File: src/rtl/rvc_fetch_ctrl_if.sv
// Fetch-side bus bundle: imem request/response, decoder handshake and redirect.
interface rvc_fetch_ctrl_if #(
  parameter int ADDR_WIDTH = 11
);
  logic                  redirect;
  logic [31:0]           redirect_pc;
  logic [ADDR_WIDTH-1:0] imem_addr;
  logic [31:0]           imem_dout;
  logic                  out_valid;
  logic                  out_ready;
  logic [31:0]           out_instr;
  logic [31:0]           out_pc;
  logic                  out_is_comp;

  // Fetch controller side.
  modport master (
    input  redirect, redirect_pc, imem_dout, out_ready,
    output imem_addr, out_valid, out_instr, out_pc, out_is_comp
  );

  // Memory/decoder/branch-unit side.
  modport slave (
    output redirect, redirect_pc, imem_dout, out_ready,
    input  imem_addr, out_valid, out_instr, out_pc, out_is_comp
  );
endinterface

File: src/rtl/rvc_fetch_ctrl.sv
// RV32IC fetch controller: word-stream imem reads, 4-halfword realignment
// buffer, 16/32-bit instruction split, valid/ready output and PC redirect.
//
//   state | meaning
//   ------+--------------------------------------------------------------
//   FILL  | after reset/redirect; buffer empty, waiting for the first word
//   RUN   | steady streaming
module rvc_fetch_ctrl #(
  parameter int          ADDR_WIDTH = 11,
  parameter logic [31:0] RESET_PC   = 32'h0000_0000
) (
  input  logic          clk,
  input  logic          reset,
  rvc_fetch_ctrl_if.master bus
);

  typedef enum logic {
    FILL = 1'b0,
    RUN  = 1'b1
  } state_t;

  state_t                state_q, state_d;
  logic [2:0]            count_q, count_d;
  logic [3:0][15:0]      buf_q, buf_d;
  logic                  inflight_q, inflight_d;
  logic [31:0]           pc_q, pc_d;
  logic [ADDR_WIDTH-1:0] fa_q, fa_d;
  logic                  drop_low_q, drop_low_d;
  logic                  out_valid_q, out_valid_d;
  logic [31:0]           out_instr_q, out_instr_d;
  logic                  out_is_comp_q, out_is_comp_d;
  logic [31:0]           out_pc_q, out_pc_d;

  logic                  accept;
  logic [2:0]            pop_n;
  logic [2:0]            count_left;
  logic [3:0][15:0]      shifted;
  logic                  issue;
  logic                  push;
  logic                  drop;
  logic [15:0]           first_hw;
  logic                  comp_n;

  // Redirect PCs are halfword aligned; the LSB carries no information.
  logic                  unused_redirect_lsb;
  assign unused_redirect_lsb = bus.redirect_pc[0];

  // Next-state: pop, refill, push, redirect flush and the registered head view.
  always_comb begin
    state_d       = state_q;
    count_d       = count_q;
    buf_d         = buf_q;
    inflight_d    = inflight_q;
    pc_d          = pc_q;
    fa_d          = fa_q;
    drop_low_d    = drop_low_q;

    // The registered outputs mirror the buffer head, so they decide the pop size.
    accept     = out_valid_q && bus.out_ready && !bus.redirect;
    pop_n      = accept ? (out_is_comp_q ? 3'd1 : 3'd2) : 3'd0;
    count_left = count_q - pop_n;

    case (pop_n)
      3'd1:    shifted = {16'h0, buf_q[3], buf_q[2], buf_q[1]};
      3'd2:    shifted = {16'h0, 16'h0, buf_q[3], buf_q[2]};
      default: shifted = buf_q;
    endcase

    // A fresh word must always fit behind what is left plus what is in flight.
    issue    = ({1'b0, count_left} + {2'b00, inflight_q, 1'b0}) <= 4'd2;
    push     = inflight_q && !bus.redirect;
    drop     = (state_q == FILL) && drop_low_q;
    first_hw = drop ? bus.imem_dout[31:16] : bus.imem_dout[15:0];

    buf_d   = shifted;
    count_d = count_left;
    if (push) begin
      for (int i = 0; i < 4; i++) begin
        if (3'(i) == count_left) begin
          buf_d[i] = first_hw;
        end
        if (!drop && (3'(i) == (count_left + 3'd1))) begin
          buf_d[i] = bus.imem_dout[31:16];
        end
      end
      count_d    = count_left + (drop ? 3'd1 : 3'd2);
      state_d    = RUN;
      drop_low_d = 1'b0;
    end

    pc_d       = pc_q + {28'h0, pop_n, 1'b0};
    inflight_d = issue;
    fa_d       = issue ? (fa_q + ADDR_WIDTH'(1)) : fa_q;

    // Redirect wins over everything: the read issued this cycle (old fa) and
    // any response arriving now both belong to the discarded stream.
    if (bus.redirect) begin
      buf_d      = '0;
      count_d    = 3'd0;
      inflight_d = 1'b0;
      pc_d       = {bus.redirect_pc[31:1], 1'b0};
      fa_d       = bus.redirect_pc[ADDR_WIDTH+1:2];
      drop_low_d = bus.redirect_pc[1];
      state_d    = FILL;
    end

    // Head instruction as it will appear next cycle.
    comp_n        = buf_d[0][1:0] != 2'b11;
    out_valid_d   = comp_n ? (count_d != 3'd0) : (count_d >= 3'd2);
    out_is_comp_d = out_valid_d && comp_n;
    if (!out_valid_d) begin
      out_instr_d = 32'h0;
    end else if (comp_n) begin
      out_instr_d = {16'h0, buf_d[0]};
    end else begin
      out_instr_d = {buf_d[1], buf_d[0]};
    end
    out_pc_d = pc_d;
  end

  // State and output registers; reset clears everything, including inflight.
  always_ff @(posedge clk or posedge reset) begin
    if (reset) begin
      state_q       <= FILL;
      count_q       <= 3'd0;
      buf_q         <= '0;
      inflight_q    <= 1'b0;
      pc_q          <= RESET_PC;
      fa_q          <= RESET_PC[ADDR_WIDTH+1:2];
      drop_low_q    <= RESET_PC[1];
      out_valid_q   <= 1'b0;
      out_instr_q   <= 32'h0;
      out_is_comp_q <= 1'b0;
      out_pc_q      <= RESET_PC;
    end else begin
      state_q       <= state_d;
      count_q       <= count_d;
      buf_q         <= buf_d;
      inflight_q    <= inflight_d;
      pc_q          <= pc_d;
      fa_q          <= fa_d;
      drop_low_q    <= drop_low_d;
      out_valid_q   <= out_valid_d;
      out_instr_q   <= out_instr_d;
      out_is_comp_q <= out_is_comp_d;
      out_pc_q      <= out_pc_d;
    end
  end

  assign bus.imem_addr   = fa_q;
  assign bus.out_valid   = out_valid_q;
  assign bus.out_instr   = out_instr_q;
  assign bus.out_is_comp = out_is_comp_q;
  assign bus.out_pc      = out_pc_q;

endmodule

File: src/flat_wrapper.sv
// flat-port wrapper written by rule: the top's interface ports become plain ports
module rvc_fetch_ctrl_flat 
#(
  parameter int          ADDR_WIDTH = 11,
  parameter logic [31:0] RESET_PC   = 32'h0000_0000
)
  (clk, reset, bus_redirect, bus_redirect_pc, bus_imem_dout, bus_out_ready, bus_imem_addr, bus_out_valid, bus_out_instr, bus_out_pc, bus_out_is_comp);
  rvc_fetch_ctrl_if #(.ADDR_WIDTH(ADDR_WIDTH)) bus_i ();
  input  logic clk;
  input  logic reset;
  input wire logic [$bits(bus_i.redirect)-1:0] bus_redirect;
  input wire logic [$bits(bus_i.redirect_pc)-1:0] bus_redirect_pc;
  input wire logic [$bits(bus_i.imem_dout)-1:0] bus_imem_dout;
  input wire logic [$bits(bus_i.out_ready)-1:0] bus_out_ready;
  output wire logic [$bits(bus_i.imem_addr)-1:0] bus_imem_addr;
  output wire logic [$bits(bus_i.out_valid)-1:0] bus_out_valid;
  output wire logic [$bits(bus_i.out_instr)-1:0] bus_out_instr;
  output wire logic [$bits(bus_i.out_pc)-1:0] bus_out_pc;
  output wire logic [$bits(bus_i.out_is_comp)-1:0] bus_out_is_comp;
  assign bus_i.redirect = bus_redirect;
  assign bus_i.redirect_pc = bus_redirect_pc;
  assign bus_i.imem_dout = bus_imem_dout;
  assign bus_i.out_ready = bus_out_ready;
  assign bus_imem_addr = bus_i.imem_addr;
  assign bus_out_valid = bus_i.out_valid;
  assign bus_out_instr = bus_i.out_instr;
  assign bus_out_pc = bus_i.out_pc;
  assign bus_out_is_comp = bus_i.out_is_comp;
  rvc_fetch_ctrl #(.ADDR_WIDTH(ADDR_WIDTH), .RESET_PC(RESET_PC)) u_core (.clk(clk), .reset(reset), .bus(bus_i));
endmodule
File: config.mk
export PLATFORM = sky130hd
export DESIGN_NAME = rvc_fetch_ctrl_flat
export DESIGN_NICKNAME = d
export VERILOG_FILES = /design/src/rtl/rvc_fetch_ctrl_if.sv /design/src/rtl/rvc_fetch_ctrl.sv /design/src/flat_wrapper.sv
export SDC_FILE = /design/constraint.sdc
export NUM_CORES = 1
export LEC_CHECK = 0
export ABC_CLOCK_PERIOD_IN_PS = 6000
export BUFFER_PORTS_ARGS = -buffer_cell sky130_fd_sc_hd__buf_2
export CORE_ASPECT_RATIO = 2
export CORE_MARGIN = 2
export CORE_UTILIZATION = 45
export CTS_CLUSTER_DIAMETER = 60
export DETAILED_ROUTE_END_ITERATION = 16
export GPL_TIMING_DRIVEN = 0
export PLACE_DENSITY = 0.71
export RECOVER_POWER = 50
export SLEW_MARGIN = 25
export SYNTH_ARGS = -nofsm -noshare
export SYNTH_HDL_FRONTEND = slang
export SYNTH_SLANG_ARGS = --single-unit
File: constraint.sdc
create_clock -name clk -period 6 [get_ports clk]
set_clock_uncertainty 0.15 [all_clocks]
set_input_delay 0.3 -clock clk [delete_from_list [all_inputs] [get_ports clk]]
set_output_delay 0.3 -clock clk [all_outputs]
set_load 0.05 [all_outputs]
==> impl_metrics.json, run 1 <==
{
  "p_per_area_nw_per_um2": 532,
  "ys_types": 55,
  "cts.sinks": 146,
  "syn_to_final_growth_pct": 22.5,
  "cts_resized": 0,
  "cts_tree": "yes",
  "pin_count": 145,
  "grt_max_degree": 75,
  "vias_per_cell": 6.08,
  "hpwlAfterDp_um": 22100,
  "yosysTopAreaCellShare_pct": 42.7,
  "cp.arrival_ns": 5.88,
  "place.gp.congestion": 1.02,
  "cts_made_buffers": 17,
  "grt.total_usage_pct": 31.4,
  "clk_pin_slew_ns": 0.06,
  "hold_path_class": "input pin to flop",
  "finalWorstSetupSlack_ns": 0.344,
  "h-tree-depth": 4,
  "violations": "capacitance limit, slew limit",
  "use_met3_pct": 5.76,
  "crit_family": "buffers and inverters",
  "fin_tns_setup_ns": 0,
  "max_stage_delay_ns": 0.56,
  "die_w_um": 101,
  "tightest_slew_ns": 3.23,
  "synth_area_per_cell_um2": 9.10,
  "required_ns": 6.22,
  "crit_path_start_kind": "flop",
  "rr_startpoint": "u_core.bus.out_valid",
  "finalHoldViolCount": 0,
  "path_buf_inv": 6,
  "cp-endpoint": "u_core.bus.out_instr[29]",
  "drc": 0,
  "wl_um": 30900,
  "ys_async_sr_fraction_pct": 100,
  "postSynthCellCount": 939,
  "critPathKind": "flop to flop",
  "nFillCells": 1730,
  "first_global_vias": 8555,
  "synth_area_um2": 8550,
  "rsz0062_at_grt": "false",
  "syn_nets": 1017,
  "r2r_slack_ns": 0.34,
  "synth_seq_cells": 146,
  "core_um2": 18700,
  "yosysSeqAreaShare_pct": 42.7,
  "slew_headroom_pct": -117,
  "grtUsageMet2_pct": 55.3,
  "synth_area_leaders": "dfrtp_1, mux2i_1, o21ai_0, a21oi_1, nand2_1",
  "cts_root_buf": "clkbuf_16",
  "clock_latency_ns": 0.44,
  "drv_cap": 2,
  "die-area_um2": 20200,
  "hold_buffers": 31,
  "yosys.area.top_type": "dfrtp_1",
  "synth_edf_count": 0,
  "seq_area_um2": 3650,
  "multi_input_area_um2": 4510,
  "antenna_found_initial": 1,
  "crit_cells": 17,
  "leakage_uw": 0.00462,
  "slew_viol_final": 149,
  "floorplan.rows": 71,
  "cts.path.max_buffers": 2,
  "status": "complete, but fails checks",
  "via_count": 8521,
  "worstSetupStartpoint": "u_core.bus.out_valid",
  "setup_violations": 0,
  "timing.fmax_mhz": 177,
  "ys.flop_type": "dfrtp_1",
  "crit_fanout": 10,
  "finalCritPeriodShare_pct": 94.3,
  "pre_cts_ws_ns": 0.508,
  "avgRoutedWirePerCell_um": 22.1,
  "grt_pass1_wl_um": 47500,
  "irDropWorstVdd_uv": 331,
  "yosysWarnings": 0,
  "hp-start": "bus_redirect_pc[2]",
  "io_buffer_count": 142,
  "first_iter_violations": 760,
  "die_h_um": 199,
  "power_uw": 5570,
  "endpoint_kind": "flop",
  "path_cells": "and3b_1, buf_4, clkbuf_1, buf_1, and2_1, ha_1, inv_1, fa_1, xnor2_1, inv_2, ha_1, nand3_1, clkbuf_1, o21ai_0, a221o_1, a21oi_1, and2_1",
  "slowest_stage": "buf_1",
  "initial_core_util_pct": 45.6,
  "synth_commonest_cells": "dfrtp_1, nand2_1, o21ai_0",
  "ff2ff_path_depth": 17,
  "reg2reg_to": "u_core.bus.out_instr[29]",
  "drive_above_1_share_pct": 15.9,
  "finalCriticalPeriod_ns": 5.66,
  "yosysMostFrequentCell": "dfrtp_1",
  "grtUsageMet1_pct": 32.3,
  "grt_busiest_layer": "met2",
  "overflow": 0,
  "postCtsSetupBuffers": 0,
  "ant_nets": 0,
  "dr.pass1.iters": 8,
  "nNetsFinal": 1210
}
cells in the final DEF, fill, tap and decap left out, types with 16 or more instances in the layout:
cell type and instances:
buf_2 118, mux2_2 17, o21ai_0 89, a221o_1 20
nand2_1 91, xor2_1 23, xnor2_1 16, dlygate4sd3_1 31
clkbuf_1 91, and3_1 18, nor2_1 72, nand3_1 19
a21oi_1 80, mux2i_1 53, dfrtp_1 146, nand2b_1 20
and2_1 18, nor3_1 19, clkbuf_16 17
worst min-delay path by stage:
| stage | to | slack [ns] | cells past startpoint |
|---|---|---|---|
| final | u_core.pc_q[2] | 0.03 | 3 |
| after CTS | u_core.pc_q[2] | 0.03 | 3 |
| after global placement | u_core.drop_low_q | 0.34 | 1 |
| after global routing | u_core.pc_q[2] | 0.05 | 3 |
| after floorplan | u_core.pc_q[13] | 0.27 | 2 |
| after detailed placement | u_core.bus.out_instr[14] | 0.25 | 2 |
state kept, by name, summed over array words and instances, names as in the netlist, 3 cells and up:
signal                count
u_core.buf_q             64
u_core.count_q            3
u_core.bus.out_instr     32
u_core.bus.imem_addr     11
u_core.pc_q              31
kinds of logic (layout without fill, tap and decap cells):
group | after synthesis | after routing | share of synthesized area (%)
buffers and inverters | 93 | 299 | 4.52
AO/OA/AOI/OAI | 292 | 292 | 22.3
XOR/XNOR | 39 | 39 | 4.00
flip-flops | 146 | 146 | 42.7
AND/OR/NAND/NOR | 288 | 288 | 16.2
adder cells (fa/ha/maj) | 10 | 10 | 1.73
other | 1 | 2 | 0.0439
multiplexers | 70 | 70 | 8.44
per-stage QoR:
stage | util [%] | hold WS, ns | std cells | instance area (µm²)
3_3_place_gp | 51.1 | 0.336 | 1336 | 9580
5_1_grt | 55.9 | 0.0464 | 1401 | 10500
3_5_place_dp | 51.3 | 0.246 | 1337 | 9610
4_1_cts | 56.2 | 0.0292 | 1400 | 10500
2_1_floorplan | - | 0.271 | 939 | 8550
6_report | 55.9 | 0.0289 | 1401 | 10500
layout make-up:
type	count	area share [%]
multi-input cells	700	43.1
clock inverters	13	1.76
diodes	1	0.0239
flip-flops and latches	146	34.9
plain buffers	76	3.08
repair buffers	174	9.33
inverters	17	0.621
well taps	255	3.05
clock buffers	19	4.13
routing by layer:
| metal | routed length (µm) | part of all wire [%] | vias up |
|---|---|---|---|
| met5 | 0 | 0 | - |
| li1 | - | - | 3763 |
| met3 | 2120 | 6.9 | 190 |
| met2 | 16100 | 52 | 517 |
| met1 | 10200 | 33 | 4051 |
| met4 | 2460 | 8.0 | 0 |
worst register-to-register path: cells and delay by family (launching register included):
family          cells  cell delay, ns
flops               1            0.38
compound gates      3            0.78
buf+inv             6            1.95
xor+xnor            1            0.41
fa+ha+maj           3            0.96
simple gates        4            0.97
power breakdown:
part           total (µW)  switching (µW)  internal [µW]
sequential           1420             186           1240
clock                1150             451            697
combinational        3000            2040            960
total                5570            2680           2890
Note: power is estimated with default switching activity, not from simulation.
==> inputs of run 2 (changes only) <==
--- a/config.mk
+++ b/config.mk
@@ -9,11 +9,11 @@
 export BUFFER_PORTS_ARGS = -buffer_cell sky130_fd_sc_hd__buf_2
 export CORE_ASPECT_RATIO = 2
 export CORE_MARGIN = 2
-export CORE_UTILIZATION = 45
+export CORE_UTILIZATION = 42
 export CTS_CLUSTER_DIAMETER = 60
 export DETAILED_ROUTE_END_ITERATION = 16
 export GPL_TIMING_DRIVEN = 0
-export PLACE_DENSITY = 0.71
+export PLACE_DENSITY = 0.68
 export RECOVER_POWER = 50
 export SLEW_MARGIN = 25
 export SYNTH_ARGS = -nofsm -noshare
==> run 2 against run 1 <==
The run still ends with capacitance limit, slew limit left; final area is 0.31% lower; sequential power hardly changed; hold slack worse by 0.0039 ns; combinational power hardly changed; sequential cell count stayed put; critical path type unchanged.
==> impl_metrics.json, run 2 (synthesis gave the netlist of run 1 again) <==
{
  "status": "complete, but fails checks",
  "violations": "capacitance limit, slew limit",
  "crit_fanout": 10,
  "timing.fmax_mhz": 182,
  "floorplan.rows": 73,
  "avgRoutedWirePerCell_um": 22.2,
  "place.gp.congestion": 0.999,
  "via_count": 8424,
  "hold_path_class": "input pin to flop",
  "finalCritPeriodShare_pct": 91.7,
  "syn_to_final_growth_pct": 22.1,
  "p_per_area_nw_per_um2": 525,
  "crit_path_start_kind": "flop",
  "die_w_um": 105,
  "fin_tns_setup_ns": 0,
  "vias_per_cell": 5.98,
  "wl_um": 31300,
  "seq_area_um2": 3650,
  "largest_reg_flops": 64,
  "drc": 0,
  "ant_nets": 0,
  "required_ns": 6.23,
  "irDropWorstVdd_uv": 333,
  "top_register": "u_core.buf_q",
  "nNetsFinal": 1210,
  "final_cell_mix": "dfrtp_1, buf_2, nand2_1",
  "drive_above_1_share_pct": 16.1,
  "finalWorstSetupSlack_ns": 0.497,
  "first_global_vias": 8760,
  "cts.path.max_buffers": 2,
  "slew_headroom_pct": -67.8,
  "cp.arrival_ns": 5.74,
  "cts_resized": 0,
  "h-tree-depth": 4,
  "holdPathStages": 3,
  "clock_latency_ns": 0.45,
  "cts_tree": "yes",
  "leakage_uw": 0.00460,
  "grt_pass1_wl_um": 47900,
  "initial_core_util_pct": 42.9,
  "first_iter_violations": 651,
  "finalHoldViolCount": 0,
  "ff2ff_path_depth": 17,
  "core_um2": 19900,
  "slew_viol_final": 149,
  "finalCriticalPeriod_ns": 5.50,
  "die_h_um": 206,
  "cts_root_buf": "clkbuf_16",
  "die-area_um2": 21600,
  "cts_made_buffers": 17,
  "multi_input_area_um2": 4510,
  "grt.total_usage_pct": 29.5,
  "setup_violations": 0,
  "clk_pin_slew_ns": 0.07,
  "overflow": 0,
  "antenna_found_initial": 1,
  "io_buffer_count": 142,
  "mostFrequentLayoutCell": "dfrtp_1",
  "nFillCells": 1926,
  "pin_count": 145,
  "tightest_slew_ns": 2.50,
  "dr.pass1.iters": 5,
  "grt_max_degree": 92,
  "critPathKind": "flop to flop",
  "hpwlAfterDp_um": 22800,
  "cts.sinks": 146,
  "drv_cap": 2,
  "endpoint_kind": "flop",
  "rsz0062_at_grt": "false",
  "pre_cts_ws_ns": 0.536
}
## run 2: cell count changes in the layout (fill, tap and decap cells not counted), moves of 2 or more
cell	delta
clkinv_4	+3
clkbuf_1	-3
clkinv_2	-2
bufinv_16	-3
clkbuf_8	+2
## run 2: what timing repair did
action,in CTS,in global routing
hold buffers,31,0
hold endpoints to repair,96,0
buffers inserted,0,0
## run 2: routing by layer
| metal | vias to the layer above | part of all wire [%] | wire length, µm | global-route usage [%] |
|---|---|---|---|---|
| met5 | - | 0 | 0 | 0 |
| met2 | 491 | 52 | 16400 | 53.4 |
| met3 | 200 | 7.1 | 2220 | 5.89 |
| met4 | 0 | 8.5 | 2670 | 24.7 |
| met1 | 3974 | 32 | 10000 | 28.3 |
| li1 | 3759 | - | - | - |
## run 2: power by group
group | leakage, µW | switching, µW | total (µW) | internal, µW
registers | 0.00191 | 183 | 1420 | 1230
clock network | 0.000273 | 465 | 1060 | 597
logic | 0.00242 | 2050 | 3010 | 959
## run 2: cell type report
class	instances	area share (%)
tap	262	3.14
clock inverter	13	1.21
multi-input combinational	700	43.2
inverter	17	0.623
antenna	1	0.0240
timing repair buffer	174	9.37
sequential	146	35.0
buffer	76	3.09
clock buffer	19	4.34
## run 2: worst paths after layout
| check | from | end | slack (ns) |
|---|---|---|---|
| min in group asynchronous | reset | u_core.bus.out_instr[30] | 0.95 |
| worst max register to register | u_core.bus.out_valid | u_core.bus.out_instr[29] | 0.50 |
| worst min register to register | u_core.drop_low_q | u_core.drop_low_q | 0.35 |
| worst min-delay path | bus_redirect_pc[2] | u_core.pc_q[2] | 0.02 |
| worst max-delay path | u_core.bus.out_valid | u_core.bus.out_instr[29] | 0.50 |
| max in group asynchronous | reset | u_core.buf_q[52] | 1.61 |
## run 2: worst max-delay path: stages (launching register included)
cell	delay, ns
dfrtp_1	0.37
and3b_1	0.16
buf_4	0.19
clkbuf_1	0.45
buf_1	0.57
and2_1	0.26
ha_1	0.15
inv_1	0.04
fa_1	0.38
xnor2_1	0.40
inv_2	0.15
ha_1	0.42
nand3_1	0.38
clkbuf_1	0.51
o21ai_0	0.15
a221o_1	0.31
a21oi_1	0.22
and2_1	0.18
## run 2: metrics by stage
step | utilization, % | area (µm²) | power, µW | std cells | hold slack, ns
4_1_cts | 52.8 | 10500 | 5420 | 1407 | 0.0243
5_1_grt | 52.4 | 10400 | 5770 | 1408 | 0.0240
6_report | 52.4 | 10400 | 5490 | 1408 | 0.0250
3_5_place_dp | 48.3 | 9620 | 4350 | 1344 | 0.195
2_1_floorplan | - | 8550 | 3480 | 939 | 0.271
3_3_place_gp | 48.2 | 9590 | 4310 | 1343 | 0.333
